<file path="config.mk">
export PLATFORM = sky130hd
export DESIGN_NAME = counter_multimode_generic_flat
export DESIGN_NICKNAME = d
export VERILOG_FILES = /design/src/rtl/counter_multimode_generic_pkg.sv /design/src/rtl/counter_multimode_generic_if.sv /design/src/rtl/counter_multimode_generic_next_value.sv /design/src/rtl/counter_multimode_generic.sv /design/src/flat_wrapper.sv
export SDC_FILE = /design/constraint.sdc
export NUM_CORES = 1
export LEC_CHECK = 0
export BUFFER_PORTS_ARGS = -buffer_cell sky130_fd_sc_hd__buf_2
export CORE_ASPECT_RATIO = 2
export CORE_MARGIN = 3
export CORE_UTILIZATION = 49
export DETAILED_ROUTE_END_ITERATION = 10
export GPL_TIMING_DRIVEN = 0
export HOLD_SLACK_MARGIN = 0.1
export PLACE_DENSITY = 0.87
export SLEW_MARGIN = 10
export SYNTH_ARGS = -nofsm -noshare
export SYNTH_HDL_FRONTEND = slang
export SYNTH_HIERARCHICAL = 1
export SYNTH_SLANG_ARGS = --single-unit
</file>
<file path="constraint.sdc">
create_clock -name clk_i -period 2.5 [get_ports clk_i]
set_clock_uncertainty 0.15 [all_clocks]
set_input_delay 0.125 -clock clk_i [delete_from_list [all_inputs] [get_ports clk_i]]
set_output_delay 0.125 -clock clk_i [all_outputs]
set_load 0.01 [all_outputs]
</file>
<file path="src/rtl/counter_multimode_generic_pkg.sv">
// Shared encodings for the multimode counter: boundary modes and FSM states.
package counter_multimode_generic_pkg;

  localparam int unsigned CNT_MODE_W  = 2;
  localparam int unsigned CNT_STATE_W = 1;

  localparam logic [CNT_MODE_W-1:0] CNT_MODE_WRAP    = 2'b00;
  localparam logic [CNT_MODE_W-1:0] CNT_MODE_SAT     = 2'b01;
  localparam logic [CNT_MODE_W-1:0] CNT_MODE_ONESHOT = 2'b10;

  localparam logic [CNT_STATE_W-1:0] CNT_ARMED  = 1'b0;
  localparam logic [CNT_STATE_W-1:0] CNT_HALTED = 1'b1;

endpackage : counter_multimode_generic_pkg

</file>
<file path="src/rtl/counter_multimode_generic_if.sv">
// Control/status bundle for the multimode counter; master drives controls, slave is the counter.
interface counter_multimode_generic_if #(
  parameter int unsigned SIZE = 16
);
  import counter_multimode_generic_pkg::*;

  logic                  enable;
  logic                  down;
  logic [CNT_MODE_W-1:0] mode;
  logic                  load;
  logic [SIZE-1:0]       load_value;
  logic                  clear_flags;
  logic [SIZE-1:0]       q;
  logic                  terminal_count;
  logic                  overflow;
  logic                  done;

  modport master (
    output enable, down, mode, load, load_value, clear_flags,
    input  q, terminal_count, overflow, done
  );

  modport slave (
    input  enable, down, mode, load, load_value, clear_flags,
    output q, terminal_count, overflow, done
  );

endinterface : counter_multimode_generic_if

</file>
<file path="src/rtl/counter_multimode_generic_next_value.sv">
// Combinational step: next count and boundary detection for one enabled step.
module counter_next_value
  import counter_multimode_generic_pkg::*;
#(
  parameter int unsigned    SIZE = 16,
  parameter logic [SIZE-1:0] MAX = '1
) (
  input  logic [SIZE-1:0]       q_i,
  input  logic                  down_i,
  input  logic [CNT_MODE_W-1:0] mode_i,
  output logic [SIZE-1:0]       q_next_o,
  output logic                  boundary_o
);

  always_comb begin
    boundary_o = down_i ? (q_i == '0) : (q_i == MAX);
    q_next_o   = down_i ? (q_i - SIZE'(1)) : (q_i + SIZE'(1));
    if (boundary_o) begin
      unique case (mode_i)
        CNT_MODE_SAT,
        CNT_MODE_ONESHOT: q_next_o = q_i;
        // Wrap; the reserved encoding falls back to wrap as well.
        default:          q_next_o = down_i ? MAX : '0;
      endcase
    end
  end

endmodule : counter_next_value

</file>
<file path="src/rtl/counter_multimode_generic.sv">
// Up/down counter with programmable limit, clamped load, wrap/saturate/one-shot
// boundary modes, terminal-count pulse and sticky overflow.
module counter_multimode_generic
  import counter_multimode_generic_pkg::*;
#(
  parameter int unsigned     SIZE        = 16,
  parameter logic [SIZE-1:0] MAX         = '1,
  parameter logic [SIZE-1:0] RESET_VALUE = '0
) (
  input logic                        clk_i,
  input logic                        rst_ni,
  counter_multimode_generic_if.slave bus
);

  logic [SIZE-1:0]        q_q, q_d;
  logic                   tc_q, tc_d;
  logic                   ovf_q, ovf_d;
  logic                   done_q, done_d;
  logic [CNT_STATE_W-1:0] state_q, state_d;
  logic [SIZE-1:0]        step_q;
  logic                   boundary;
  logic [SIZE-1:0]        load_clamped;

  counter_next_value #(
    .SIZE (SIZE),
    .MAX  (MAX)
  ) u_next (
    .q_i        (q_q),
    .down_i     (bus.down),
    .mode_i     (bus.mode),
    .q_next_o   (step_q),
    .boundary_o (boundary)
  );

  assign load_clamped = (bus.load_value > MAX) ? MAX : bus.load_value;

  // Next state: load beats stepping; a boundary event beats ClearFlags.
  always_comb begin
    q_d     = q_q;
    tc_d    = 1'b0;
    ovf_d   = ovf_q & ~bus.clear_flags;
    state_d = state_q;
    if (bus.load) begin
      q_d     = load_clamped;
      ovf_d   = 1'b0;
      state_d = CNT_ARMED;
    end else begin
      unique case (state_q)
        CNT_ARMED: begin
          if (bus.enable) begin
            q_d = step_q;
            if (boundary) begin
              tc_d  = 1'b1;
              ovf_d = 1'b1;
              if (bus.mode == CNT_MODE_ONESHOT) state_d = CNT_HALTED;
            end
          end
        end
        CNT_HALTED: begin
          if (bus.mode != CNT_MODE_ONESHOT) state_d = CNT_ARMED;
        end
        default: state_d = CNT_ARMED;
      endcase
    end
    done_d = (state_d == CNT_HALTED);
  end

  always_ff @(posedge clk_i) begin
    if (!rst_ni) begin
      q_q     <= RESET_VALUE;
      tc_q    <= 1'b0;
      ovf_q   <= 1'b0;
      done_q  <= 1'b0;
      state_q <= CNT_ARMED;
    end else begin
      q_q     <= q_d;
      tc_q    <= tc_d;
      ovf_q   <= ovf_d;
      done_q  <= done_d;
      state_q <= state_d;
    end
  end

  assign bus.q              = q_q;
  assign bus.terminal_count = tc_q;
  assign bus.overflow       = ovf_q;
  assign bus.done           = done_q;

endmodule : counter_multimode_generic

</file>
<file path="src/flat_wrapper.sv">
// flat-port wrapper written by rule: the top's interface ports become plain ports
module counter_multimode_generic_flat import counter_multimode_generic_pkg::*;
#(
  parameter int unsigned     SIZE        = 16,
  parameter logic [SIZE-1:0] MAX         = '1,
  parameter logic [SIZE-1:0] RESET_VALUE = '0
)
  (clk_i, rst_ni, bus_enable, bus_down, bus_mode, bus_load, bus_load_value, bus_clear_flags, bus_q, bus_terminal_count, bus_overflow, bus_done);
  counter_multimode_generic_if #(.SIZE(SIZE)) bus_i ();
  input logic clk_i;
  input logic rst_ni;
  input wire logic [$bits(bus_i.enable)-1:0] bus_enable;
  input wire logic [$bits(bus_i.down)-1:0] bus_down;
  input wire logic [$bits(bus_i.mode)-1:0] bus_mode;
  input wire logic [$bits(bus_i.load)-1:0] bus_load;
  input wire logic [$bits(bus_i.load_value)-1:0] bus_load_value;
  input wire logic [$bits(bus_i.clear_flags)-1:0] bus_clear_flags;
  output wire logic [$bits(bus_i.q)-1:0] bus_q;
  output wire logic [$bits(bus_i.terminal_count)-1:0] bus_terminal_count;
  output wire logic [$bits(bus_i.overflow)-1:0] bus_overflow;
  output wire logic [$bits(bus_i.done)-1:0] bus_done;
  assign bus_i.enable = bus_enable;
  assign bus_i.down = bus_down;
  assign bus_i.mode = bus_mode;
  assign bus_i.load = bus_load;
  assign bus_i.load_value = bus_load_value;
  assign bus_i.clear_flags = bus_clear_flags;
  assign bus_q = bus_i.q;
  assign bus_terminal_count = bus_i.terminal_count;
  assign bus_overflow = bus_i.overflow;
  assign bus_done = bus_i.done;
  counter_multimode_generic #(.SIZE(SIZE), .MAX(MAX), .RESET_VALUE(RESET_VALUE)) u_core (.clk_i(clk_i), .rst_ni(rst_ni), .bus(bus_i));
endmodule
</file>
==> results by stage, run 1 <==
Logic synthesis:
- The mean instance size in the synthesized netlist is between 8 and 9 um2.
- The synthesized netlist devotes between 10% and 20% of its cell area to adder and majority cells.
- The synthesized design contains 0 enable-type register cells.
- The synthesized-area fraction occupied by ao, oa, aoi and oai cells is between 20 and 30%.
- The area share of xor/xnor cells in the synthesized design is under 10%.
- The fraction of the yosys area taken by sequential cells is a little over a fifth.
- The post-synthesis net count is roughly 250.
- Summing the areas of all and, or, nand and nor instances in the mapped netlist gives 17.0% of the synthesized area.
- The netlist area before placement is between 1500 and 2000 um2.
- Synthesis produced 208 cells.
- The register bit count reported by yosys is 19.
- The main combinational cell family by area after synthesis is compound AO/OA/AOI/OAI gates.
- The share of synthesized registers carrying an async set or reset is 0%.
- The most instantiated flip-flop cell in the synthesis netlist is dfxtp_1.
- For this run, the number of Yosys warnings is 6.
- The count of different cell masters after synthesis is 52.
- The portion of netlist area occupied by mux cells is about a tenth.

Floorplanning:
- The area of the core is between 3000 and 4000 um2.
- The die footprint is between 4000 and 5000 um2.
- The die height is approximately 92 um.
- The initial core utilization is 52.1%.
- Measured along the x axis, the die boundary spans approximately 50 um.
- The number of rows in the core area is 30.
- For this design the top-level I/O count stands at between 40 and 50.

Critical path:
- Grouping stages by cell kind, the critical path spends the most delay in compound AO/OA/AOI/OAI gates.
- The maximum single-stage delay on the critical path is about 0.43 ns.
- The number of buffers and inverters on the critical path is 1.
- At the worst endpoint, the required time is approximately 2.5 ns.
- The kind of launch point of the worst setup path is a register.
- The startpoint-to-endpoint class of the critical path is register to register.
- The signal on the critical path passes through ha_1, and3_1, a221oi_4, buf_4, o21bai_1, a21o_1, xnor2_2, o21ai_1, mux2i_1, a21oi_1.
- The largest fanout on the critical path is 5.
- The element type at the critical path end is a register.
- Among all stages on the critical path, the largest delay is contributed by ha_1.
- The endpoint arrival time on the critical path is around 2.6 ns.

Min path:
- The min-delay analysis places its worst path in the category input pin to register.

Timing:
- Setup slack on the critical path of the routed design comes to -0.126 ns.
- Setup violations remaining at the end of the flow were counted as 6.
- Counting I/O delays and the setup requirement, the final critical path takes around 2.6 ns.
- The transition at the pin with the smallest max-transition slack is just over 0.5 ns.
- Setup repair after global routing could not meet its margin everywhere.
- The number of hold violations in the final report came to 0.
- Across all hold checks on the routed design, the worst slack comes to 0.456 ns.
- The worst slew margin relative to its limit is 66.5%.
- The share of the clock period used by the worst path after layout is 105%.
- The number of pins exceeding their max-slew limit in the final report is 0.
- The maximum clock frequency is 0.381 GHz.

Final layout:
- Leaving out fill and tap cells, the most frequent cells in the layout are 41 x buf_2, 28 x a21oi_1, 27 x dlygate4sd3_1.
- The library cell used most frequently in the layout, excluding fill and tap cells, is buf_2.
- The repair_antennas step left the layout with diodes totalling 0.
- The design area is 2670 um2.
- The core utilization of the finished layout is 77.2%.
- After filler insertion, the fill cell instance count of the layout stands at roughly 230.
- The share of layout cells above drive strength 1 is 37.9%.
- Relative to the synthesized area, the layout overhead comes to 48.4%.
- The number of nets in the finished design is 330.

Run status:
- The run finished, with violations left.
- The checks that failed: negative setup slack.

Clocking:
- The buffer levels on the longest clock path is 2.
- The later pin in the worst-skew pair is clocked with a latency of between 0.2 and 0.3 ns.
- CTS saw 19 sinks.
- TritonCTS built the clock tree.
- Counting the buffers created by CTS gives 3.
- The clock root buffer is clkbuf_8.
- Clock-pin slew was measured on the worst setup and hold paths at approximately 0.070 ns.
- In this run the number of H-tree levels came out at 1.

Detailed routing:
- After detailed routing, the number of remaining DRC violations is 0.
- The first detailed-routing pass ran for 4 iterations.
- Summed over all layers, the routed wires come to just under 7000 um.
- The final route contains 2,141 vias.
- After detailed routing, the number of vias per cell comes to around 6.3.
- After the first detailed-routing iteration, the DRC count stood at approximately 150.
- The final routed wire length divided by cell count is 20.5 um.
- In this run the remaining antenna-violating nets after routing total 0.

GRT:
- Global routing used 29.7% of the available tracks.
- The number of antenna violations at the first check in global routing is 0.
- The first global-routing pass estimated a little over 10,000 um of wire.
- The final global-route overflow total is 0.
- Entering global routing, the biggest net connects 20 pins.
- The via count of the first global-routing pass is around 2.2k.

Power:
- The proportion of total power due to net switching is 39.0%.
- In this run, the combinational gates consume 50.9% of the power.
- In this run the power spent charging and discharging nets is between 0.0004 and 0.0005 W.
- Sequential cells account for 31.0% of the total power.
- The share of total power dissipated in the clock network is ~18%.
- For this design the ratio of total power to cell area is 462 nW/um2.
- Across the VDD grid, the largest voltage drop is ~0.00054 V.
- The cell leakage power is 1.15 nW.
- The internal power summed over all cells is 0.000751 W.

Placed design:
- The number of port buffers is 42.
- Prior to clock tree synthesis, the placed netlist has a worst setup slack of -0.313 ns.
- Once placement finished, the instance area stood at slightly above 2000 um2.
- Routability-driven placement finished with a final weighted congestion of between 0.8 and 0.9.
- Once detailed placement completed, the half-perimeter wirelength came to around 3900 um.

Run:
- The total of max-cap violations is 0.
[per-stage QoR]
step | TNS [ns] | total power [W] | cells
after floorplan | 0 | 0.000700 | 208
after global placement | -1.25 | 0.000813 | 298
after detailed placement | -1.45 | 0.000825 | 298
after CTS | 0 | 0.00111 | 331
after global routing | -0.880 | 0.00129 | 338
final | -0.298 | 0.00123 | 338
[flip-flops by register name (all words and copies together) (netlist names)]
name and flops:
u_core/state_q 1, u_core/bus.terminal_count 1, u_core/bus.overflow 1, u_core/bus.q 16
[layout make-up]
cell class	instances	area (um2)	share of cell area [%]
Multi-Input combinational cell	176	1490	55.9
Timing Repair Buffer	78	551	20.6
Sequential cell	19	408	15.3
Buffer	9	97.6	3.66
Tap cell	48	60.1	2.25
Clock buffer	4	45.0	1.69
Inverter	4	15.0	0.563
[worst register-to-register path: stages, from the launching register on]
cell	delay (ns)
dfxtp_2	0.36
ha_1	0.43
and3_1	0.27
a221oi_4	0.37
buf_4	0.18
o21bai_1	0.05
a21o_1	0.18
xnor2_2	0.14
o21ai_1	0.09
mux2i_1	0.17
a21oi_1	0.11
[synth_stat cells, drive strengths merged (2+ instances only)]
master | instances | area (um2)
dfxtp | 19 | 380
nor4b | 2 | 17.5
nor2b | 2 | 20.0
o31ai | 2 | 15.0
xor2 | 6 | 52.6
xnor2 | 7 | 61.3
mux2i | 16 | 160
clkbuf | 4 | 15.0
and3 | 7 | 45.1
or3 | 2 | 18.8
nand2b | 2 | 12.5
o21ai | 31 | 163
buf | 5 | 82.6
nand2 | 7 | 33.8
a21oi | 31 | 155
ha | 14 | 175
a21o | 6 | 46.3
nor2 | 7 | 36.3
nand4 | 2 | 12.5
inv | 4 | 15.0
o311ai | 2 | 17.5
nand3 | 6 | 30.0
nor3 | 5 | 35.0
[final timing paths]
kind | depth (start not counted) | to | slack [ns] | from
max | 10 | u_core/bus.q[8] | -0.13 | u_core/bus.q[5]
min | 3 | u_core/state_q | 0.46 | bus_mode[0]
max reg2reg | 10 | u_core/bus.q[8] | -0.13 | u_core/bus.q[5]
min reg2reg | 2 | u_core/bus.q[2] | 0.48 | u_core/bus.q[2]
[power groups by stage]
stage / Combinational (W) / Sequential [W] / Clock, W
final: 0.000627 / 0.000382 / 0.000222
after global routing: 0.000669 / 0.000387 / 0.000230
after CTS: 0.000520 / 0.000374 / 0.000218
after detailed placement: 0.000448 / 0.000376 / 0
after global placement: 0.000439 / 0.000374 / 0
after floorplan: 0.000323 / 0.000378 / 0
[cells by family after synthesis]
group	Yosys count
compound gates	84
simple gates	47
flops	19
mux	17
fa+ha+maj	15
xor+xnor	13
buf+inv	13
[per-layer routing]
metal  part of all wire (%)  global-route usage [%]  wire length (um)  vias up
met3                    4.7                    4.39               323       45
met2                     54                    55.2              3760      118
li1                       -                       -                 -      953
met4                    7.1                    21.6               488        0
met1                     34                    28.5              2350     1025
met5                      0                       0                 0        -
[what timing repair did]
action,4_1_cts,5_1_grt
gates resized for setup,19,31
endpoints found under the hold margin,19,0
hold buffers,27,0
pin swaps,7,26
setup buffers,2,7
endpoints found under the setup margin,7,7
Note: power is estimated with default switching activity, not from simulation.
==> run 2, diff against run 1 <==
--- a/config.mk
+++ b/config.mk
@@ -18,3 +18,4 @@
 export SYNTH_HDL_FRONTEND = slang
 export SYNTH_HIERARCHICAL = 1
 export SYNTH_SLANG_ARGS = --single-unit
+export TNS_END_PERCENT = 1
==> run 2 against run 1 <==
Routed wire length rose by 0.62%. Count of clock-buffer cells in the layout unchanged. Design area is 0.94% higher. Combinational power hardly changed. Critical path depth shrank 1. Non-clock buffer count shrank 1. Sequential cell count unchanged. Largest cell class unchanged. Power shrank 0.46%. Sequential share of layout area down 0.096 points. The run still ends with negative setup slack left. Global-route usage down 0.67 points.
==> results by stage, run 2 (synthesized netlist as in run 1, its figures left out) <==
Run status:
- The run finished, with violations left.
- The final reports fail on negative setup slack.

Timing:
- The number of hold violations in the final report came to 0.
- Setup repair after global routing could not meet its margin everywhere.
- Subtracting the final worst setup slack from the clock period gives ~2.5 ns.
- The transition at the pin with the smallest max-transition slack is about 0.53 ns.
- The least setup slack across all paths after layout is -0.0378 ns.
- The maximum clock frequency is roughly 0.4 GHz.
- The number of pins exceeding their max-slew limit in the final report is 0.
- The worst slew margin relative to its limit is 64.9%.
- The share of the clock period used by the worst path after layout is 102%.
- The final setup violation count is 3.
- Adding up every negative setup slack in the final design gives -0.0707 ns.

Detailed routing:
- The via-per-instance ratio is ~6.4.
- The routed design has approximately 7000 um of wire.
- For this run, the detailed router's first-pass iteration total came to 5.
- Dividing the detail-routed wire length by the instance count gives 20.7 um.
- The count of antenna-violating nets left after detailed routing is 0.
- The number of design-rule violations left by the first detailed-router iteration is ~160.
- The via total after detailed routing is between 2k and 2.5k.
- The number of remaining DRC errors is 0.

Final layout:
- The count of inserted antenna diode cells is 0.
- Of the cells placed in the final design, the portion with a size suffix greater than 1 is between 30 and 40%.
- After routing the design area is about 2700 um2.
- The flip-flop count of the largest register after layout is 16.
- The commonest non-fill, non-tap cell in the layout is buf_2.
- The layout has between 200 and 250 filler cells.
- For this run, the post-layout net count is approximately 330.
- The area growth from synthesis to layout is 49.8%.
- In the layout the commonest cells are 41 x buf_2, 28 x a21oi_1, 27 x dlygate4sd3_1.
- The count of placed standard cells in the final layout, fillers left out is between 300 and 400.

Power:
- The maximum resistive drop on vdd is 0.000516 V.
- The design draws roughly 0.0012 W.
- The cell leakage power is about 1.1 nW.
- The power density normalized to cell area is 455 nW/um2.

Floorplanning:
- The die footprint is approximately 4500 um2.
- Row generation in the floorplan step produced 30 rows.
- 43 I/O pins were placed.
- The area of the core is around 3500 um2.
- Measured along the x axis, the die boundary spans 48.8 um.
- The die height is around 90 um.
- The initial core utilization is roughly 52%.

Clocking:
- Clock tree synthesis inserted a total of 3 buffers.
- The buffer levels on the longest clock path is 2.
- The tree is rooted in a clkbuf_8.
- The sink count of the clock tree is 19.
- The number of H-tree branching levels is 1.
- Clock latency on the worst-skew pair, taken at its later pin, is 0.26 ns.
- After clock tree synthesis, the clock-pin slew on the worst setup and hold paths is 0.07 ns.
- The clock tree from TritonCTS is built.

Critical path:
- The endpoint arrival time on the critical path is 2.56 ns.
- The element type at the critical path end is a register.
- On the critical path, the stage with the largest delay is an instance of or4_4.
- The startpoint-to-endpoint class of the critical path is register to register.
- The critical path goes through or4_4, or3_4, a2bb2o_4, buf_12, nand2_4, buf_6, o31ai_1, mux2i_1, a21oi_1.
- The required time at the worst-slack endpoint is around 2.5 ns.
- The worst setup path is launched from a register.
- The maximum single-stage delay on the critical path is between 0.5 and 0.6 ns.
- Of all nets on the critical path, the largest fanout is 10.

GRT:
- The total global-route track usage is 29.0%.
- The first global-routing pass estimated around 10,000 um of wire.
- The number of antenna violations at the first check in global routing is 0.
- The final global-route overflow total is 0.
- The via count of the first global-routing pass came to 2,140.
- Entering global routing, the biggest net connects 20 pins.

Placed design:
- The cell count after placement is slightly below 300.
- Prior to clock tree synthesis, the placed netlist has a worst setup slack of -0.313 ns.
- The number of port buffers is between 40 and 50.
- The final weighted congestion in routability-driven placement is around 0.89.
- Once detailed placement completed, the half-perimeter wirelength came to slightly below 4000 um.
- The placed instances occupy a cell area of 2070 um2.

Run:
- The tool flagged a number of max-cap violations equal to 0.

Min path:
- The worst hold-check path type is input pin to register.
==> run 2: critical path, delay by kind of cell (launching register included) <==
kind | cells | cell delay [ns]
muxes | 1 | 0.16
AOI/OAI and AO/OA | 3 | 0.51
and+or+nand+nor | 3 | 0.97
buffers and inverters | 2 | 0.26
DFF | 1 | 0.38
==> run 2: through the flow <==
step                hold slack [ns]  utilization (%)
floorplan                    0.0517                -
global placement              0.174             59.9
detailed placement            0.172             59.9
CTS                           0.429             71.4
global route                  0.487             78.0
finish                        0.464             78.0
==> run 2: cell type report <==
class	count	area (um2)	share of cell area, %
multi-input cells	176	1520	56.4
repair buffers	77	543	20.2
flip-flops and latches	19	409	15.2
plain buffers	9	101	3.76
well taps	48	60.1	2.23
clock buffers	4	45.0	1.67
inverters	4	15.0	0.558
==> run 2: what timing repair did <==
action	4_1_cts	5_1_grt
hold endpoints to repair	19	0
gates resized for setup	16	39
pin swaps	7	21
setup buffers	1	7
setup endpoints to repair	7	10
hold buffers	27	0
==> run 2: worst paths after layout <==
check        cells after the start  slack (ns)            start              end
min                              3        0.46      bus_mode[0]   u_core/state_q
max                              9       -0.04  u_core/bus.q[1]  u_core/bus.q[9]
min reg2reg                      2        0.47  u_core/bus.q[2]  u_core/bus.q[2]
max reg2reg                      9       -0.04  u_core/bus.q[1]  u_core/bus.q[9]
==> run 2: power by group <==
part | switching, W | total (W) | internal [W]
clock network | 0.000107 | 0.000221 | 0.000114
registers | 0.0000483 | 0.000379 | 0.000331
logic | 0.000321 | 0.000626 | 0.000305
==> run 2: per-layer routing <==
layer  GRT usage, %  wire, um  part of all wire (%)  up-vias
met4           20.0       468                   6.7        0
met3           4.23       425                   6.1       47
met5              0         0                     0        -
li1               -         -                     -      956
met2           54.5      3600                    52      145
met1           27.9      2470                    35     1017
